### config.mk
export PLATFORM = sky130hd
export DESIGN_NAME = capture_timer
export DESIGN_NICKNAME = d
export VERILOG_FILES = /design/src/rtl/capture_timer.sv
export SDC_FILE = /design/constraint.sdc
export NUM_CORES = 1
export LEC_CHECK = 0
export CAP_MARGIN = 30
export CORE_MARGIN = 4
export CORE_UTILIZATION = 61
export CTS_CLUSTER_SIZE = 28
export DETAILED_ROUTE_END_ITERATION = 8
export GPL_ROUTABILITY_DRIVEN = 0
export GPL_TIMING_DRIVEN = 1
export PLACE_DENSITY = 0.81
export SYNTH_ARGS = -nofsm -noshare
export SYNTH_HDL_FRONTEND = slang
export SYNTH_SLANG_ARGS = --single-unit
### constraint.sdc
create_clock -name clk_in -period 7.5 [get_ports clk_in]
set_input_delay 1.5 -clock clk_in [delete_from_list [all_inputs] [get_ports clk_in]]
set_output_delay 1.5 -clock clk_in [all_outputs]
set_load 0.05 [all_outputs]
### src/rtl/capture_timer.sv
// Input-capture timer: measures prescaled tick counts between selected edges of
// an asynchronous input, latches the result and raises a level interrupt.
module capture_timer #(
    parameter int unsigned SYNC_STAGES = 2
) (
    input  logic        clk_in,
    input  logic        rst,
    input  logic [2:0]  prescaler_conf,
    input  logic        en,
    input  logic        arm,
    input  logic        auto_load,
    input  logic [1:0]  edge_sel,
    input  logic        cap_in,
    input  logic        int_ack,
    output logic [15:0] capture,
    output logic        cap_int,
    output logic        overflow,
    output logic        overrun,
    output logic        busy
);

    localparam int unsigned CNT_W   = 16;
    localparam int unsigned PRESC_W = 7;

    typedef enum logic [1:0] {
        IDLE       = 2'd0,
        WAIT_FIRST = 2'd1,
        MEASURE    = 2'd2
    } state_t;

    state_t state, state_nxt;

    logic [SYNC_STAGES-1:0] sync_q;
    logic                   dly_q;
    logic [CNT_W-1:0]       counter;
    logic [PRESC_W-1:0]     presc;
    logic [1:0]             edge_q;
    logic                   auto_q;

    logic                   sync_c;
    logic                   rise_c;
    logic                   fall_c;
    logic                   start_edge_c;
    logic                   stop_edge_c;
    logic                   tick_c;
    logic [7:0]             period_c;
    logic [CNT_W:0]         sum_c;
    logic [CNT_W-1:0]       cap_val_c;

    // Edge detection on the synchronized input
    assign sync_c = sync_q[SYNC_STAGES-1];
    assign rise_c = sync_c & ~dly_q;
    assign fall_c = ~sync_c & dly_q;

    always_comb begin
        start_edge_c = 1'b0;
        stop_edge_c  = 1'b0;
        case (edge_q)
            2'b00: begin start_edge_c = rise_c;          stop_edge_c = rise_c;          end
            2'b01: begin start_edge_c = fall_c;          stop_edge_c = fall_c;          end
            2'b10: begin start_edge_c = rise_c | fall_c; stop_edge_c = rise_c | fall_c; end
            default: begin start_edge_c = rise_c;        stop_edge_c = fall_c;          end
        endcase
    end

    // Tick fires on the last prescaler count of each 2^conf period
    assign period_c  = 8'd1 << prescaler_conf;
    assign tick_c    = (presc == 7'(period_c - 8'd1));
    assign sum_c     = {1'b0, counter} + 17'(tick_c);
    assign cap_val_c = sum_c[CNT_W] ? 16'hFFFF : sum_c[CNT_W-1:0];

    always_ff @(posedge clk_in) begin
        if (rst) begin
            state <= IDLE;
        end else begin
            state <= state_nxt;
        end
    end

    always_comb begin
        state_nxt = state;
        if (!en) begin
            state_nxt = IDLE;
        end else if (arm) begin
            state_nxt = WAIT_FIRST;
        end else begin
            case (state)
                WAIT_FIRST: if (start_edge_c) state_nxt = MEASURE;
                MEASURE: begin
                    if (stop_edge_c) begin
                        if (!auto_q)                state_nxt = IDLE;
                        else if (edge_q == 2'b11)   state_nxt = WAIT_FIRST;
                        else                        state_nxt = MEASURE;
                    end
                end
                default: state_nxt = state;
            endcase
        end
    end

    always_ff @(posedge clk_in) begin
        if (rst) begin
            sync_q   <= '0;
            dly_q    <= 1'b0;
            counter  <= '0;
            presc    <= '0;
            edge_q   <= 2'b00;
            auto_q   <= 1'b0;
            capture  <= '0;
            cap_int  <= 1'b0;
            overflow <= 1'b0;
            overrun  <= 1'b0;
            busy     <= 1'b0;
        end else begin
            sync_q <= {sync_q[SYNC_STAGES-2:0], cap_in};
            dly_q  <= sync_c;
            busy   <= (state_nxt != IDLE);
            if (int_ack) cap_int <= 1'b0;

            if (!en) begin
                counter <= '0;
                presc   <= '0;
            end else if (arm) begin
                cap_int  <= 1'b0;
                overflow <= 1'b0;
                overrun  <= 1'b0;
                counter  <= '0;
                presc    <= '0;
                edge_q   <= edge_sel;
                auto_q   <= auto_load;
            end else begin
                case (state)
                    WAIT_FIRST: begin
                        if (start_edge_c) begin
                            counter <= '0;
                            presc   <= '0;
                        end
                    end
                    MEASURE: begin
                        if (stop_edge_c) begin
                            capture <= cap_val_c;
                            cap_int <= 1'b1;
                            if (cap_int && !int_ack) overrun <= 1'b1;
                            // In continuous mode the stop edge doubles as the next start edge
                            if (auto_q && edge_q != 2'b11) begin
                                counter <= '0;
                                presc   <= '0;
                            end
                        end else begin
                            presc <= tick_c ? '0 : presc + 7'd1;
                            if (tick_c && counter != 16'hFFFF) counter <= counter + 16'd1;
                            if (tick_c && counter >= 16'hFFFE) overflow <= 1'b1;
                        end
                    end
                    default: ;
                endcase
            end
        end
    end

endmodule

Word-level counts from Yosys, hierarchy flattened
Index checks and enable logic that the tools add are counted.

storage, ports and cells
  bits in registers = 51
  input bits = 12

cells by class
  order comparisons = 1
  equality and inequality tests = 12
  bitwise gates (word level) = 7
  muxes and demuxes = 33
  add/sub/neg operators = 4
  reduce and logical (&&, ||, !) cells = 19
  shift-type cells = 1

operators with widths
  operator                                                    number
  2-to-1 mux 16 bit                                           5
  one-hot mux 16 bit (2 select lines)                         1
  2-to-1 mux 7 bit                                            4
  adder 16 x 1 -> 17 bit                                      1
  adder 16 x 1 -> 16 bit (second input constant)              1
  greater-or-equal comparator 16 bit (second input constant)  1
  inequality test 16 bit (second input constant)              1
  AND reduction 4 bit                                         4
  one-hot mux 7 bit (2 select lines)                          1
  2-to-1 mux 1 bit                                            13
  2-to-1 mux 2 bit                                            6
  nonzero test 2 bit                                          6
  adder 7 x 1 -> 7 bit (second input constant)                1
  equality test 7 bit                                         1
  left shift 1 x 3 -> 7 bit (first input constant)            1
  subtractor 7 x 1 -> 7 bit (second input constant)           1
  equality test 2 bit (second input constant)                 3
  inequality test 2 bit (second input constant)               3
  inequality test 3 bit (second input constant)               2
  equality test 2 x 1 -> 1 bit (second input constant)        2
  logical AND 1 bit                                           4
  NOT 1 bit                                                   4
  one-hot mux 1 bit (2 select lines)                          2
  one-hot mux 2 bit (2 select lines)                          1
  other kinds (7)                                             8

Logic depth before layout (Yosys ltp)
Gate-level depths: netlist (run 1).

  word-level depth = 9
  gate-level depth with buffers = 16
  mapped depth without buffers = 15

Worst setup path after synthesis (run 1)
No wires, ideal clock.

  path kind = input port to flip-flop
  start point = input port prescaler_conf[2]
  end point = register capture[10]
  cell stages on the path = 15
  path buffers = 3
  data required time = 7414 ps
  arrival = 4435 ps
  library setup time = 86 ps
  slack = 2979 ps
  cell sequence = clkbuf_1 -> or3_1 -> ha_1 -> or3b_1 -> a21o_1 -> a32oi_2 -> nand3_2 -> inv_1 -> ha_1 -> ha_1 -> and3_1 -> clkbuf_1 -> a21oi_1 -> clkbuf_1 -> a211oi_1

between the ends
  word-level cells in the longest chain between the ends = 5

ends and longest elaborated chain
  item                       line  source
  start: declaration         8     input logic [2:0] prescaler_conf,
  left shift 1 x 3 -> 7 bit  67    assign period_c = 8'd1 << prescaler_conf;
  subtractor 7 x 1 -> 7 bit  68    assign tick_c = (presc == 7'(period_c - 8'd1));
  equality test 7 bit        68
  adder 16 x 1 -> 17 bit     69    assign sum_c = {1'b0, counter} + 17'(tick_c);
  2-to-1 mux 16 bit          70    assign cap_val_c = sum_c[CNT_W] ? 16'hFFFF : sum_c[CNT_W-1:0];
  end signal: assignment     141   capture <= cap_val_c;
  end: declaration           15    output logic [15:0] capture,

No other way between the ends.
A chain may end at the register's enable or synchronous reset.

Worst setup path after layout (run 1)
  start point = input port prescaler_conf[1]
  end point = register capture[1]

Same word-level chain as after synthesis.

==> impl_metrics.yaml, run 1 <==
die:
  die_x_um: 79.55
  die-area_um2: 6328
  io_pins: 32
  rows: 25
  core_um2: 4848
  initial_core_util_pct: 64.41
  chipHeight_um: 79.55
routing:
  final_antenna_net_count: 0
  dr.first_iter.drc_count: 283
  top_layer: "met4"
  drt_pass1_iterations: 4
  wl_per_cell_um: 15.31
  vias_per_cell: 6.131
  num_vias: 2943
  wirelength_um: 7351
  drc: 0
  wirelength_met1_um: 3319
  met2_length_um: 3352
  wl_met3_um: 575
yosys:
  yosys.area.top_type_share_pct: 32.69
  synth_edf_count: 0
  synth_most_common_cell: "dfxtp_1"
  synthTopCellsByArea: "dfxtp_1 (33%), ha_1 (5.6%), nor2_1 (5.0%)"
  syn_area_per_cell_um2: 7.987
  synth_ff_type: "dfxtp_1"
  synth_largest_area_cell: "dfxtp_1"
  synthCells: 391
  synth_area_um2: 3123
  synth_seq_cells: 51
  ys_top_cells_by_count: "dfxtp_1 (51), nor2_1 (42), nand2_1 (38), nand3_1 (22), nand4_1 (20)"
  mappedNetlistNets: 417
  ys_types: 53
  synth-seq-area-share_pct: 32.69
  ys_warn_count: 0
  async_flop_share_pct: 0
timing:
  timing.slew.headroom_pct: 29.90
  skew_ps: 11.64
  hold_ws_ps: 448.5
  post-route-min-period_ps: 5035
  rsz0062_at_grt: "false"
  worst_slew_pin_slew_ps: 1050
  tns_ps: 0
  setup_viol: 0
  slew_viol_final: 0
  period_share_pct: 67.13
  fmax_ghz: 0.1986
  finalHoldViolCount: 0
  finalWorstSetupSlack_ps: 2465
worst_setup_path:
  r2r_setup_slack_ps: 4140
  crit_path_max_incr_delay_ps: 630
  critPathKind: "input pin to register"
  cp_common_cell: "ha_1"
  slowest_stage: "clkdlybuf4s50_1"
  critical_path_arrival_ps: 5240
  path_cells: "clkdlybuf4s50_1 > or3_1 > ha_1 > nand3b_1 > a21o_1 > a32oi_2 > nand3_2 > inv_1 > ha_1 > ha_1 > and3_1 > a21oi_1 > buf_4 > a211oi_1"
  path_max_fanout: 13
  endpoint_kind: "register"
  cp-start-kind: "input pin"
  worstPathRequired_ps: 7710
global_route:
  globalRouteTotalUtil_pct: 24.78
  grt_pass1_wl_um: 12790
  grt_pass1_vias: 2777
  antenna_found_initial: 0
  grt_max_degree: 25
  grt-ovfl-total: 0
layout:
  diodes: 0
  nNetsFinal: 438
  drive_gt1_share_pct: 5.569
  syn2layout_area_growth_pct: 14.46
  fill_cells: 405
run:
  maxCapViolCount: 0
power:
  power_frac_seq_pct: 53.7
  power_density_nw_per_um2: 142.6
  pwr-share-comb_pct: 8.9
  p_sw_share_pct: 23.56
  p_int_uw: 389.6
  power_switching_uw: 120.1
  power.static_leakage_nw: 1.134
  power_frac_clock_pct: 37.3
  total_power_uw: 509.7
  ir_worst_vdd_v: 0.00008065
min_path:
  hold_class: "register to register"
clock_tree:
  root_buffer: "clkbuf_8"
  numCtsBuffers: 5
  cts.sinks: 51
  clkLatencyLatePin_ps: 310
  clockBufferDepth: 2
  post-cts-setup-buffers: 0
  path_clk_slew_ps: 90
  ctsHoldBuffers: 0
  cts_tree: "built"
  htreeDepth: 2
  post_cts_resized: 0
run_status:
  status: "finished clean"
place:
  hpwl_um: 5395
  port_buffers: 31
  pre_cts_slack_ps: 2212
==> through the flow <==
stage	instance area [um2]	instances	util, %
5_1_grt	3575	480	73.73
3_5_place_dp	3455	471	71.25
6_report	3575	480	73.73
2_1_floorplan	3123	391	-
4_1_cts	3567	479	73.57
3_3_place_gp	3447	470	71.10
==> logic make-up (layout without fill, tap and decap cells) <==
family	after synthesis	in the layout	share of synthesized area, %
simple gates	173	173	28.37
compound gates	88	88	20.75
buf+inv	38	60	4.647
fa+ha+maj	14	14	5.609
xor+xnor	18	18	5.048
flops	51	51	32.69
mux	9	9	2.885
==> path summary, 6_finish.rpt <==
check                             to                  start  cells after the start
max          capture[1]$_SDFFE_PP0P_      prescaler_conf[1]                     14
min            overflow$_SDFFE_PP0P_  overflow$_SDFFE_PP0P_                      2
max reg2reg  counter[4]$_SDFFE_PP0P_   sync_q[1]$_SDFF_PP0_                      8
min reg2reg    overflow$_SDFFE_PP0P_  overflow$_SDFFE_PP0P_                      2
==> metal layers <==
layer  GRT usage, %  vias to the layer above
met4          7.216                        0
met3          4.740                       13
li1               -                     1481
met1          33.03                     1339
met5              0                        -
met2          40.57                      110
==> state kept, by name, summed over array words and instances (netlist names) <==
register,flops
counter,16
sync_q,2
state,2
dly_q,1
edge_q,2
cap_int,1
auto_q,1
busy,1
overflow,1
overrun,1
presc,7
capture,16
==> power by group through the flow <==
stage	registers (mW)	clock network (mW)	logic, mW
after floorplan	0.281	0	0.0302
after global placement	0.280	0	0.0436
after detailed placement	0.280	0	0.0447
after CTS	0.274	0.195	0.0450
after global routing	0.274	0.206	0.0505
final	0.274	0.190	0.0455
==> critical path, delay by kind of cell <==
family | cells | cell delay [ps]
buffers and inverters | 3 | 990
adder cells (fa/ha/maj) | 3 | 640
AO/OA/AOI/OAI | 4 | 970
AND/OR/NAND/NOR | 4 | 1140
==> layout by cell type (no fill, tap or decap), types with 11 or more instances in the layout <==
master            n
a211oi_1         15
a21oi_1          19
clkdlybuf4s50_1  31
dfxtp_1          51
ha_1             14
inv_1            18
nand2_1          38
nand3_1          22
nand4_1          20
nor2_1           42
xnor2_1          11
==> layout make-up <==
type | count | area [um2] | share of cell area (%)
sequential | 51 | 1021 | 28.56
clock inverter | 3 | 43.79 | 1.225
inverter | 18 | 67.56 | 1.890
timing repair buffer | 34 | 332.8 | 9.310
clock buffer | 5 | 68.82 | 1.925
tap | 67 | 83.83 | 2.345
multi-input combinational | 302 | 1957 | 54.74
(Power assumes the default switching activity.)
==> run 2: changes to the inputs <==
Settings changed: CORE_UTILIZATION 61 to 57, PLACE_DENSITY 0.81 to 0.76.
Clock period 7.5 ns to 4.9 ns, I/O delays scaled along.
==> impl_metrics.yaml, run 2 (synthesized netlist as in run 1, its figures left out) <==
run_status:
  status: "finished clean"
routing:
  vias_per_cell: 5.963
  wirelength_um: 7149
  drt_pass1_iterations: 4
  dr.first_iter.drc_count: 255
  final_antenna_net_count: 0
  wl_per_cell_um: 14.56
  num_vias: 2928
  drc: 0
place:
  dp_cells: 483
  hpwl_um: 5464
  port_buffers: 31
min_path:
  holdCritStartpoint: "overflow$_SDFFE_PP0P_"
  hold_class: "register to register"
timing:
  tns_ps: 0
  rsz0062_at_grt: "false"
  setup_viol: 0
  period_share_pct: 84.10
  fmax_ghz: 0.2427
  finalHoldViolCount: 0
  post-route-min-period_ps: 4121
  timing.slew.headroom_pct: 36.69
  skew_ps: 4.685
  worst_slew_pin_slew_ps: 946.2
  slew_viol_final: 0
global_route:
  grt_max_degree: 25
  globalRouteTotalUtil_pct: 22.61
  grt_pass1_vias: 2555
  grt_pass1_wl_um: 11830
  grt-ovfl-total: 0
  antenna_found_initial: 0
worst_setup_path:
  cp-start-kind: "input pin"
  r2r_start: "sync_q[1]$_SDFF_PP0_"
  critPathKind: "input pin to register"
  endpoint_kind: "register"
  critical_path_arrival_ps: 4350
  setup.worst_path.start: "prescaler_conf[0]"
  worstPathRequired_ps: 5130
  path_max_fanout: 9
clock_tree:
  clkLatencyLatePin_ps: 310
  numCtsBuffers: 5
  cts_tree: "built"
  post-cts-setup-buffers: 0
  post_cts_resized: 0
  path_clk_slew_ps: 90
  clockBufferDepth: 2
  root_buffer: "clkbuf_8"
  cts.sinks: 51
  htreeDepth: 2
  ctsHoldBuffers: 0
die:
  die-area_um2: 6727
  core_um2: 5205
  rows: 26
  initial_core_util_pct: 60.00
  die_x_um: 82.02
  io_pins: 32
  chipHeight_um: 82.02
layout:
  final_common_cell: "dfxtp_1"
  nNetsFinal: 446
  ff_latch_area_um2: 1021
  diodes: 0
  biggestRegsByFlops: "capture: 16 flops, counter: 16 flops, presc: 7 flops"
  fill_cells: 467
  final_util_pct: 69.35
  drive_gt1_share_pct: 7.363
  layout_common_cells: "dfxtp_1 (51), nor2_1 (42), nand2_1 (38), clkdlybuf4s50_1 (31), nand3_1 (22)"
  syn2layout_area_growth_pct: 15.58
  finalNonFillerCells: 491
  multiInputGateArea_um2: 1957
power:
  power_density_nw_per_um2: 202.6
  ir_worst_vdd_v: 0.0001779
  power.static_leakage_nw: 1.162
run:
  maxCapViolCount: 0
==> run 2: per-stage QoR <==
stage	instance area, um2	hold WS (ps)	power [mW]	setup WS, ps
floorplan	3123	413.8	0.4761	899.5
CTS	3610	457.1	0.7362	785.5
detailed placement	3526	443.1	0.5005	455.2
global route	3610	482.3	0.7666	511.4
global placement	3518	435.4	0.4996	338.9
finish	3610	453.3	0.7314	779.0
==> run 2: worst max-delay path, cell delays in order <==
cell and delay [ps]:
clkdlybuf4s50_1 620, or3_1 160, ha_1 220, or3b_1 360, a21o_1 190, a32oi_2 350
nand3_2 120, inv_1 100, ha_1 160, and3_1 210, and3_1 230, nand3_1 180
nor2_1 180, xnor2_1 80, a211oi_1 220
==> run 2: cell type report <==
type / count / share of cell area [%]
Tap cell: 70 / 2.426
Multi-Input combinational cell: 302 / 54.21
Sequential cell: 51 / 28.28
Inverter: 18 / 1.872
Clock inverter: 3 / 0.4159
Timing Repair Buffer: 42 / 10.88
Clock buffer: 5 / 1.906
==> run 2: metal layers <==
| metal | GRT usage, % | vias to the layer above | part of all wire (%) |
|---|---|---|---|
| met5 | 0 | - | 0 |
| met4 | 7.973 | 0 | 1.7 |
| met3 | 3.947 | 11 | 6.7 |
| met2 | 35.62 | 82 | 45 |
| met1 | 30.94 | 1343 | 46 |
| li1 | - | 1492 | - |
==> run 2: final timing paths <==
kind	endpoint	slack, ps	depth (start not counted)
hold reg to reg	overflow$_SDFFE_PP0P_	450	2
setup / recovery	capture[15]$_SDFFE_PP0P_	780	15
setup reg to reg	counter[4]$_SDFFE_PP0P_	1870	9
hold / removal	overflow$_SDFFE_PP0P_	450	2
==> run 2: report_power, final <==
group	leakage [nW]	total, mW	switching, mW	internal (mW)
sequential	0.412	0.419	0.00204	0.417
combinational	0.703	0.0724	0.0424	0.0300
clock	0.0477	0.240	0.142	0.0981
==> run 3: changes to the inputs <==
Settings changed: CORE_UTILIZATION 57 to 52, PLACE_DENSITY 0.76 to 0.73.
Clock period 4.9 ns to 3.5 ns, I/O delays scaled along.
==> impl_metrics.yaml, run 3 (synthesized netlist as in run 1, its figures left out) <==
run_status:
  status: "finished clean"
clock_tree:
  ctsHoldBuffers: 0
  clockBufferDepth: 2
  clkLatencyLatePin_ps: 300
  cts_tree: "built"
  path_clk_slew_ps: 100
  cts.sinks: 51
  htreeDepth: 2
  numCtsBuffers: 5
  root_buffer: "clkbuf_8"
  post-cts-setup-buffers: 0
timing:
  setup_viol: 0
  slew_viol_final: 0
  finalHoldViolCount: 0
  timing.slew.headroom_pct: 43.20
  rsz0062_at_grt: "false"
  post-route-min-period_ps: 3098
  worst_slew_pin_slew_ps: 845.4
  period_share_pct: 88.51
  fmax_ghz: 0.3228
  tns_ps: 0
  skew_ps: 6.368
  hold_ws_ps: 454.3
die:
  rows: 27
  die-area_um2: 7309
  io_pins: 32
  core_um2: 5675
  initial_core_util_pct: 55.03
  chipHeight_um: 85.50
  die_x_um: 85.50
layout:
  ff_latch_area_um2: 1021
  syn2layout_area_growth_pct: 21.59
  layout_common_cells: "dfxtp_1 (51), nor2_1 (39), nand2_1 (38), clkdlybuf4s50_1 (28), buf_4 (25)"
  fill_cells: 473
  final_common_cell: "dfxtp_1"
  biggestRegsByFlops: "capture: 16 flops, counter: 16 flops, presc: 7 flops"
  diodes: 0
  drive_gt1_share_pct: 12.64
  multiInputGateArea_um2: 2028
  nNetsFinal: 460
routing:
  drc: 0
  num_vias: 3022
  final_antenna_net_count: 0
  vias_per_cell: 5.961
  dr.first_iter.drc_count: 196
  wirelength_um: 7873
  wl_per_cell_um: 15.53
  drt_pass1_iterations: 4
worst_setup_path:
  endpoint_kind: "register"
  cp-start-kind: "input pin"
  cp_common_cell: "and3_4"
  critPathKind: "input pin to register"
  worstPathRequired_ps: 3720
  slowest_stage: "or3_4"
  critical_path_arrival_ps: 3320
  crit_path_max_incr_delay_ps: 390
  path_cells: "dlymetal6s2s_1 > or3_4 > ha_4 > nand3b_1 > a21o_1 > a32oi_2 > nand3_2 > inv_1 > ha_2 > and3_4 > and3_4 > nand3_4 > nor2_2 > xnor2_1 > a211oi_1"
  path_max_fanout: 5
global_route:
  globalRouteTotalUtil_pct: 21.38
  grt-ovfl-total: 0
  antenna_found_initial: 0
  grt_max_degree: 24
  grt_pass1_vias: 2784
  grt_pass1_wl_um: 12970
power:
  power.static_leakage_nw: 1.246
  power_density_nw_per_um2: 275.1
  ir_worst_vdd_v: 0.0001817
run:
  maxCapViolCount: 0
place:
  port_buffers: 31
  hpwl_um: 5715
min_path:
  hold_class: "register to register"
## run 3: cell count changes in the layout (fill, tap and decap cells not counted), moves of 2 or more
cell | previous run | this run
buf_4 | 11 | 25
clkdlybuf4s50_1 | 31 | 28
and3_1 | 7 | 4
dlymetal6s2s_1 | 0 | 3
nor2_2 | 0 | 2
clkinv_2 | 3 | 1
nor2_1 | 42 | 39
and3_4 | 0 | 3
ha_1 | 14 | 12
## run 3: area by class of cell
type,count,area share [%]
Sequential cell,51,26.89
Clock buffer,6,1.911
Timing Repair Buffer,56,13.31
Clock inverter,2,0.3295
Multi-Input combinational cell,302,53.41
Tap cell,72,2.372
Inverter,18,1.779
## run 3: per-stage QoR
stage                     utilization (%)  setup slack (ps)  cells  power [mW]  area (um2)
after floorplan                         -             3.191    391      0.6669        3132
after global placement              64.09            -241.6    499      0.7093        3637
after detailed placement            64.09            -329.1    499      0.7120        3637
after CTS                           65.59             6.784    507       1.047        3722
after global routing                66.91             234.8    507       1.091        3797
final                               66.91             402.3    507       1.045        3797
## run 3: per-layer routing
layer / vias to the layer above / global-route usage, % / part of all wire, %
met4: 0 / 5.612 / 1.0
met2: 84 / 34.53 / 46
met5: - / 0 / 0
met3: 7 / 2.498 / 5.1
li1: 1519 / - / -
met1: 1412 / 30.24 / 47
## run 3: where the power goes
group | leakage, nW | internal (mW) | total, mW | switching [mW]
logic | 0.793 | 0.0510 | 0.115 | 0.0639
clock network | 0.0412 | 0.140 | 0.343 | 0.202
registers | 0.412 | 0.584 | 0.587 | 0.00289
total | 1.25 | 0.775 | 1.04 | 0.269
## run 3: final timing paths
path / startpoint / to / slack (ps) / depth (start not counted)
max: prescaler_conf[1] / capture[15]$_SDFFE_PP0P_ / 400 / 15
min: overflow$_SDFFE_PP0P_ / overflow$_SDFFE_PP0P_ / 450 / 2
max reg2reg: sync_q[1]$_SDFF_PP0_ / counter[13]$_SDFFE_PP0P_ / 750 / 8
min reg2reg: overflow$_SDFFE_PP0P_ / overflow$_SDFFE_PP0P_ / 450 / 2
## run 3: what timing repair did
action                     in CTS  in global routing
resized for setup               0                 18
setup endpoints to repair       0                 15
hold endpoints to repair        0                  0
## run 3: critical path, delay by kind of cell
kind	cells	cell delay [ps]
buffers and inverters	2	250
adders and majority gates	2	360
and+or+nand+nor	7	1310
xor gates and xnor gates	1	70
AOI/OAI and AO/OA	3	640
